### src/rtl/vga_timing_pkg.sv
// Shared raster constants, axis-total helper and coordinate type for the VGA timing generator.
package vga_timing_pkg;

  typedef logic [9:0] coord_t;

  localparam int unsigned H_ACTIVE_DEF = 640;
  localparam int unsigned H_FP_DEF     = 16;
  localparam int unsigned H_SYNC_DEF   = 96;
  localparam int unsigned H_BP_DEF     = 48;
  localparam int unsigned V_ACTIVE_DEF = 480;
  localparam int unsigned V_FP_DEF     = 10;
  localparam int unsigned V_SYNC_DEF   = 2;
  localparam int unsigned V_BP_DEF     = 33;
  localparam int unsigned FC_W_DEF     = 16;

  function automatic int unsigned axis_total(input int unsigned active, input int unsigned fp,
                                             input int unsigned sync, input int unsigned bp);
    return active + fp + sync + bp;
  endfunction

  localparam int unsigned H_TOTAL_DEF = axis_total(H_ACTIVE_DEF, H_FP_DEF, H_SYNC_DEF, H_BP_DEF);
  localparam int unsigned V_TOTAL_DEF = axis_total(V_ACTIVE_DEF, V_FP_DEF, V_SYNC_DEF, V_BP_DEF);

endpackage

### src/rtl/vga_axis_counter.sv
// One raster axis: counts 0..TOTAL-1 when enabled, flags the wrap and exposes the next value.
module vga_axis_counter
  import vga_timing_pkg::*;
#(
  parameter int unsigned TOTAL = 800
) (
  input  logic   clk,
  input  logic   reset,
  input  logic   en,
  output coord_t count,
  output coord_t count_next,
  output logic   wrap
);

  localparam coord_t LAST = coord_t'(TOTAL - 1);

  always_comb begin
    wrap       = en && (count == LAST);
    count_next = count;
    if (wrap)    count_next = '0;
    else if (en) count_next = count + coord_t'(1);
  end

  // Resetting to the terminal count makes the first enabled step land on 0.
  always_ff @(posedge clk) begin
    if (reset) count <= LAST;
    else       count <= count_next;
  end

endmodule

### src/rtl/vga_timing_gen.sv
// 640x480@60 raster timing generator: coordinates, blank, active-low syncs, frame strobe/count.
// Optional VGA_SYNC_ALIGN_EN delays hs/vs by one enabled pixel to line up with registered RGB.
module vga_timing_gen
  import vga_timing_pkg::*;
#(
  parameter int unsigned H_ACTIVE = H_ACTIVE_DEF,
  parameter int unsigned H_FP     = H_FP_DEF,
  parameter int unsigned H_SYNC   = H_SYNC_DEF,
  parameter int unsigned H_BP     = H_BP_DEF,
  parameter int unsigned V_ACTIVE = V_ACTIVE_DEF,
  parameter int unsigned V_FP     = V_FP_DEF,
  parameter int unsigned V_SYNC   = V_SYNC_DEF,
  parameter int unsigned V_BP     = V_BP_DEF,
  parameter int unsigned FC_W     = FC_W_DEF
) (
  input  logic            vga_clk,
  input  logic            reset,
  input  logic            pix_en,
  output logic [9:0]      DrawX,
  output logic [9:0]      DrawY,
  output logic            blank,
  output logic            hs,
  output logic            vs,
  output logic            frame_start,
  output logic [FC_W-1:0] frame_count
);

  localparam int unsigned H_TOTAL = axis_total(H_ACTIVE, H_FP, H_SYNC, H_BP);
  localparam int unsigned V_TOTAL = axis_total(V_ACTIVE, V_FP, V_SYNC, V_BP);

  localparam coord_t H_ACT_C  = coord_t'(H_ACTIVE);
  localparam coord_t HS_START = coord_t'(H_ACTIVE + H_FP);
  localparam coord_t HS_END   = coord_t'(H_ACTIVE + H_FP + H_SYNC);
  localparam coord_t V_ACT_C  = coord_t'(V_ACTIVE);
  localparam coord_t VS_START = coord_t'(V_ACTIVE + V_FP);
  localparam coord_t VS_END   = coord_t'(V_ACTIVE + V_FP + V_SYNC);

  coord_t x_next, y_next;
  logic   h_wrap, v_wrap, v_en;
  logic   blank_next, hs_next, vs_next;
  logic   hs_q, vs_q;

  assign v_en = pix_en & h_wrap;

  vga_axis_counter #(.TOTAL(H_TOTAL)) u_h (
    .clk(vga_clk), .reset(reset), .en(pix_en),
    .count(DrawX), .count_next(x_next), .wrap(h_wrap)
  );

  vga_axis_counter #(.TOTAL(V_TOTAL)) u_v (
    .clk(vga_clk), .reset(reset), .en(v_en),
    .count(DrawY), .count_next(y_next), .wrap(v_wrap)
  );

  // Decode from next-state counters so the registered flags match the coordinate they accompany.
  always_comb begin
    blank_next = (x_next < H_ACT_C) && (y_next < V_ACT_C);
    hs_next    = !((x_next >= HS_START) && (x_next < HS_END));
    vs_next    = !((y_next >= VS_START) && (y_next < VS_END));
  end

  always_ff @(posedge vga_clk) begin
    if (reset) begin
      blank       <= 1'b0;
      hs_q        <= 1'b1;
      vs_q        <= 1'b1;
      frame_start <= 1'b0;
      frame_count <= '0;
    end else begin
      blank       <= blank_next;
      hs_q        <= hs_next;
      vs_q        <= vs_next;
      frame_start <= v_wrap;
      if (v_wrap) frame_count <= frame_count + FC_W'(1);
    end
  end

`ifdef VGA_SYNC_ALIGN_EN
  logic hs_d, vs_d;

  always_ff @(posedge vga_clk) begin
    if (reset) begin
      hs_d <= 1'b1;
      vs_d <= 1'b1;
    end else if (pix_en) begin
      hs_d <= hs_q;
      vs_d <= vs_q;
    end
  end

  assign hs = hs_d;
  assign vs = vs_d;
`else
  assign hs = hs_q;
  assign vs = vs_q;
`endif

endmodule

### config.mk
export PLATFORM = sky130hd
export DESIGN_NAME = vga_timing_gen
export DESIGN_NICKNAME = d
export VERILOG_FILES = /design/src/rtl/vga_timing_pkg.sv /design/src/rtl/vga_axis_counter.sv /design/src/rtl/vga_timing_gen.sv
export SDC_FILE = /design/constraint.sdc
export NUM_CORES = 1
export LEC_CHECK = 0
export ABC_CLOCK_PERIOD_IN_PS = 2100
export CAP_MARGIN = 5
export CELL_PAD_IN_SITES_DETAIL_PLACEMENT = 0
export CELL_PAD_IN_SITES_GLOBAL_PLACEMENT = 1
export CORE_AREA = 3 3 82 84
export CTS_CLUSTER_SIZE = 40
export DETAILED_ROUTE_END_ITERATION = 12
export DIE_AREA = 0 0 85 87
export GPL_TIMING_DRIVEN = 1
export PLACE_DENSITY_LB_ADDON = 0.1
export SYNTH_ARGS = -nofsm -noshare
export SYNTH_HDL_FRONTEND = slang
export SYNTH_SLANG_ARGS = --single-unit
### constraint.sdc
create_clock -name vga_clk -period 2.1 [get_ports vga_clk]
set_input_delay 0.63 -clock vga_clk [delete_from_list [all_inputs] [get_ports vga_clk]]
set_output_delay 0.63 -clock vga_clk [all_outputs]
set_load 0.1 [all_outputs]
==> results.cfg <==
[synthesis]
synth_seq_area_share_pct = 39.0
syn-num-nets = 246
synth_top_area_cell = dfxtp_1
syn_area_per_cell_um2 = 8.60
synthesis.area_mm2 = 0.00206
yosys_warnings = 0
synth_top_area_share_pct = 39.0
ys_top_cells_by_area = dfxtp_1 39%, xor2_1 6.8%, xnor2_1 6.4%, nor2_1 6.0%, nand2_1 4.0%
synth_seq_cells = 40
synthCells = 239
ys_types = 43

[global_routing]
grt_usage_pct = 15.4
grt_max_degree = 16
antenna_found_initial = 0
grt_first_pass_wirelength_mm = 9.05
grt.overflow.total = 0
grt_pass1_vias = 1857

[power_and_ir_drop]
p_leak_nw = 1.36
vdd_drop_max_mv = 0.862
powerDensity_mw_per_mm2 = 1070

[outcome]
status = completed

[hold_path]
hp-class = reg -> reg

[cts]
cts_made_buffers = 5
numClockSinks = 40
root_buffer = clkbuf_8
cts_tree = done
h-tree-depth = 2
cts_buffer_depth = 2
clk_latency_ns = 0.30
clk_pin_slew_ns = 0.08
cts-hold-fix-buffers = 0

[final_layout]
ff_latch_area_um2 = 867
layout_commonest_cell = buf_12
multi_input_comb_area_mm2 = 0.00122
final_cell_mix = 40 x buf_12, 35 x buf_4, 33 x nor2_1
stdcell_count = 388
area_growth_pct = 64.7
fillerInstances = 540
drive_gt1_share_pct = 40.6
n_antenna_cell = 0
utilization_pct = 56.5
nNetsFinal = 319

[sta]
fmax_mhz = 501
setup_tns_ns = 0
tightest_slew_ns = 0.308
slew_headroom_pct = 79.3
drv_slew = 0
post-route-min-period_ns = 2.00
skew_ns = 0.00527
min_period_over_period_pct = 95.1
hold_viol_final = 0
rsz0062_at_grt = true
worst_slack_ns = 0.103
finalSetupViolations = 0

[placed_design]
gp_congestion = 0.865
dp_hpwl_mm = 4.04
dp.cells = 376
port-buffer-count = 42
pre_cts_ws_ns = -0.461

[routing]
ant_nets = 0
wl_per_cell_um = 13.8
met1_length_mm = 2.56
routed_wl_mm = 5.36
drt_iter0_markers = 57
drc = 0
num_vias = 1919
viasPerCell = 4.95
top_layer = met4
wl_met2_mm = 2.54
drtPass1Iterations = 4
wl_met3_um = 214

[worst_setup_path]
cp-end-kind = flip-flop
critical_path_class = reg -> reg
crit_arrival_ns = 2.19
worstPathMaxFanout = 5
crit_required_ns = 2.29
start_kind = flip-flop

[floorplanning]
core-area_mm2 = 0.00599
rows = 28
die_w_um = 85
pin_count = 43
die_h_um = 87
initial_core_util_pct = 34.3
die-area_mm2 = 0.00740

[flow_run]
max_cap_viol_count = 0
[cell families (layout without fill, tap and decap cells)]
| family | count (synthesis) | after routing | synth area share (%) |
|---|---|---|---|
| flops | 40 | 40 | 39.0 |
| xor+xnor | 31 | 31 | 13.2 |
| mux | 2 | 2 | 0.974 |
| simple gates | 121 | 121 | 33.0 |
| buf+inv | 18 | 92 | 3.77 |
| fa+ha+maj | 4 | 4 | 2.43 |
| compound gates | 23 | 23 | 7.67 |
[per-stage QoR]
step / power [mW] / hold slack, ns / instance area [um^2]
floorplan: 2.34 / 0.639 / 2160
finish: 3.61 / 0.522 / 3390
global placement: 3.07 / 0.494 / 3230
CTS: 3.62 / 0.521 / 3350
global route: 3.80 / 0.549 / 3390
detailed placement: 3.08 / 0.507 / 3230
[routing by layer]
metal,GRT usage (%),up-vias
met5,0,-
met4,4.17,0
met3,3.78,4
met2,24.3,33
met1,20.9,897
li1,-,985
[flip-flops by register name (all words and copies together) (netlist names)]
| register | flops |
|---|---|
| frame_count | 16 |
| u_h.count | 10 |
| u_v.count | 10 |
| blank | 1 |
| frame_start | 1 |
| hs | 1 |
| vs | 1 |
[synthesized netlist by cell type (all sizes together)]
cell / number
or4: 1
nand4: 13
o211ai: 1
a21oi: 4
a21o: 2
nand2: 22
or2: 2
a2bb2oi: 2
nand3: 12
ha: 4
and3b: 1
buf: 6
o21ai: 3
o21bai: 7
nor4: 6
xor2: 16
or3: 2
nor3b: 1
nand4b: 3
and4: 4
and4b: 2
a32oi: 1
and2: 3
inv: 6
a31oi: 1
nand2b: 2
nor2: 34
mux2i: 2
clkbuf: 6
o31ai: 2
nor3: 6
nand3b: 1
and3: 6
xnor2: 15
dfxtp: 40
[layout make-up]
class | count | share of cell area [%]
clock buffer | 6 | 2.14
clock inverter | 2 | 0.296
inverter | 6 | 0.739
multi-input combinational | 181 | 36.1
sequential | 40 | 25.6
tap | 75 | 2.77
timing repair buffer | 78 | 32.3
[worst paths after layout]
| check | slack, ns | from | to | cells after the start |
|---|---|---|---|---|
| setup / recovery | 0.10 | u_v.count[1]$_SDFF_PP0_ | frame_count[10]$_SDFFE_PP0P_ | 9 |
| hold / removal | 0.52 | frame_count[1]$_SDFFE_PP0P_ | frame_count[1]$_SDFFE_PP0P_ | 2 |
| setup reg to reg | 0.10 | u_v.count[1]$_SDFF_PP0_ | frame_count[10]$_SDFFE_PP0P_ | 9 |
| hold reg to reg | 0.52 | frame_count[1]$_SDFFE_PP0P_ | frame_count[1]$_SDFFE_PP0P_ | 2 |
[repair_timing]
| item | in CTS | in global routing |
|---|---|---|
| gates resized for setup | 6 | 6 |
| pin swaps | 5 | 11 |
| hold endpoints to repair | 0 | 0 |
| setup buffers | 2 | 3 |
| gates cloned | 0 | 0 |
| endpoints found under the setup margin | 12 | 8 |
[power breakdown]
group / total (mW) / internal (mW) / switching [mW]
Combinational: 2.05 / 0.826 / 1.22
Sequential: 1.05 / 0.892 / 0.162
Clock: 0.506 / 0.231 / 0.274
[critical path, stage by stage (launching register included)]
cell	delay (ns)
dfxtp_4	0.35
inv_4	0.05
ha_4	0.13
nand4b_1	0.08
or4_4	0.58
nor4_4	0.21
buf_4	0.18
nand4_1	0.11
xor2_1	0.15
nor2_1	0.05
No activity file was read; power rests on OpenSTA's default activity.
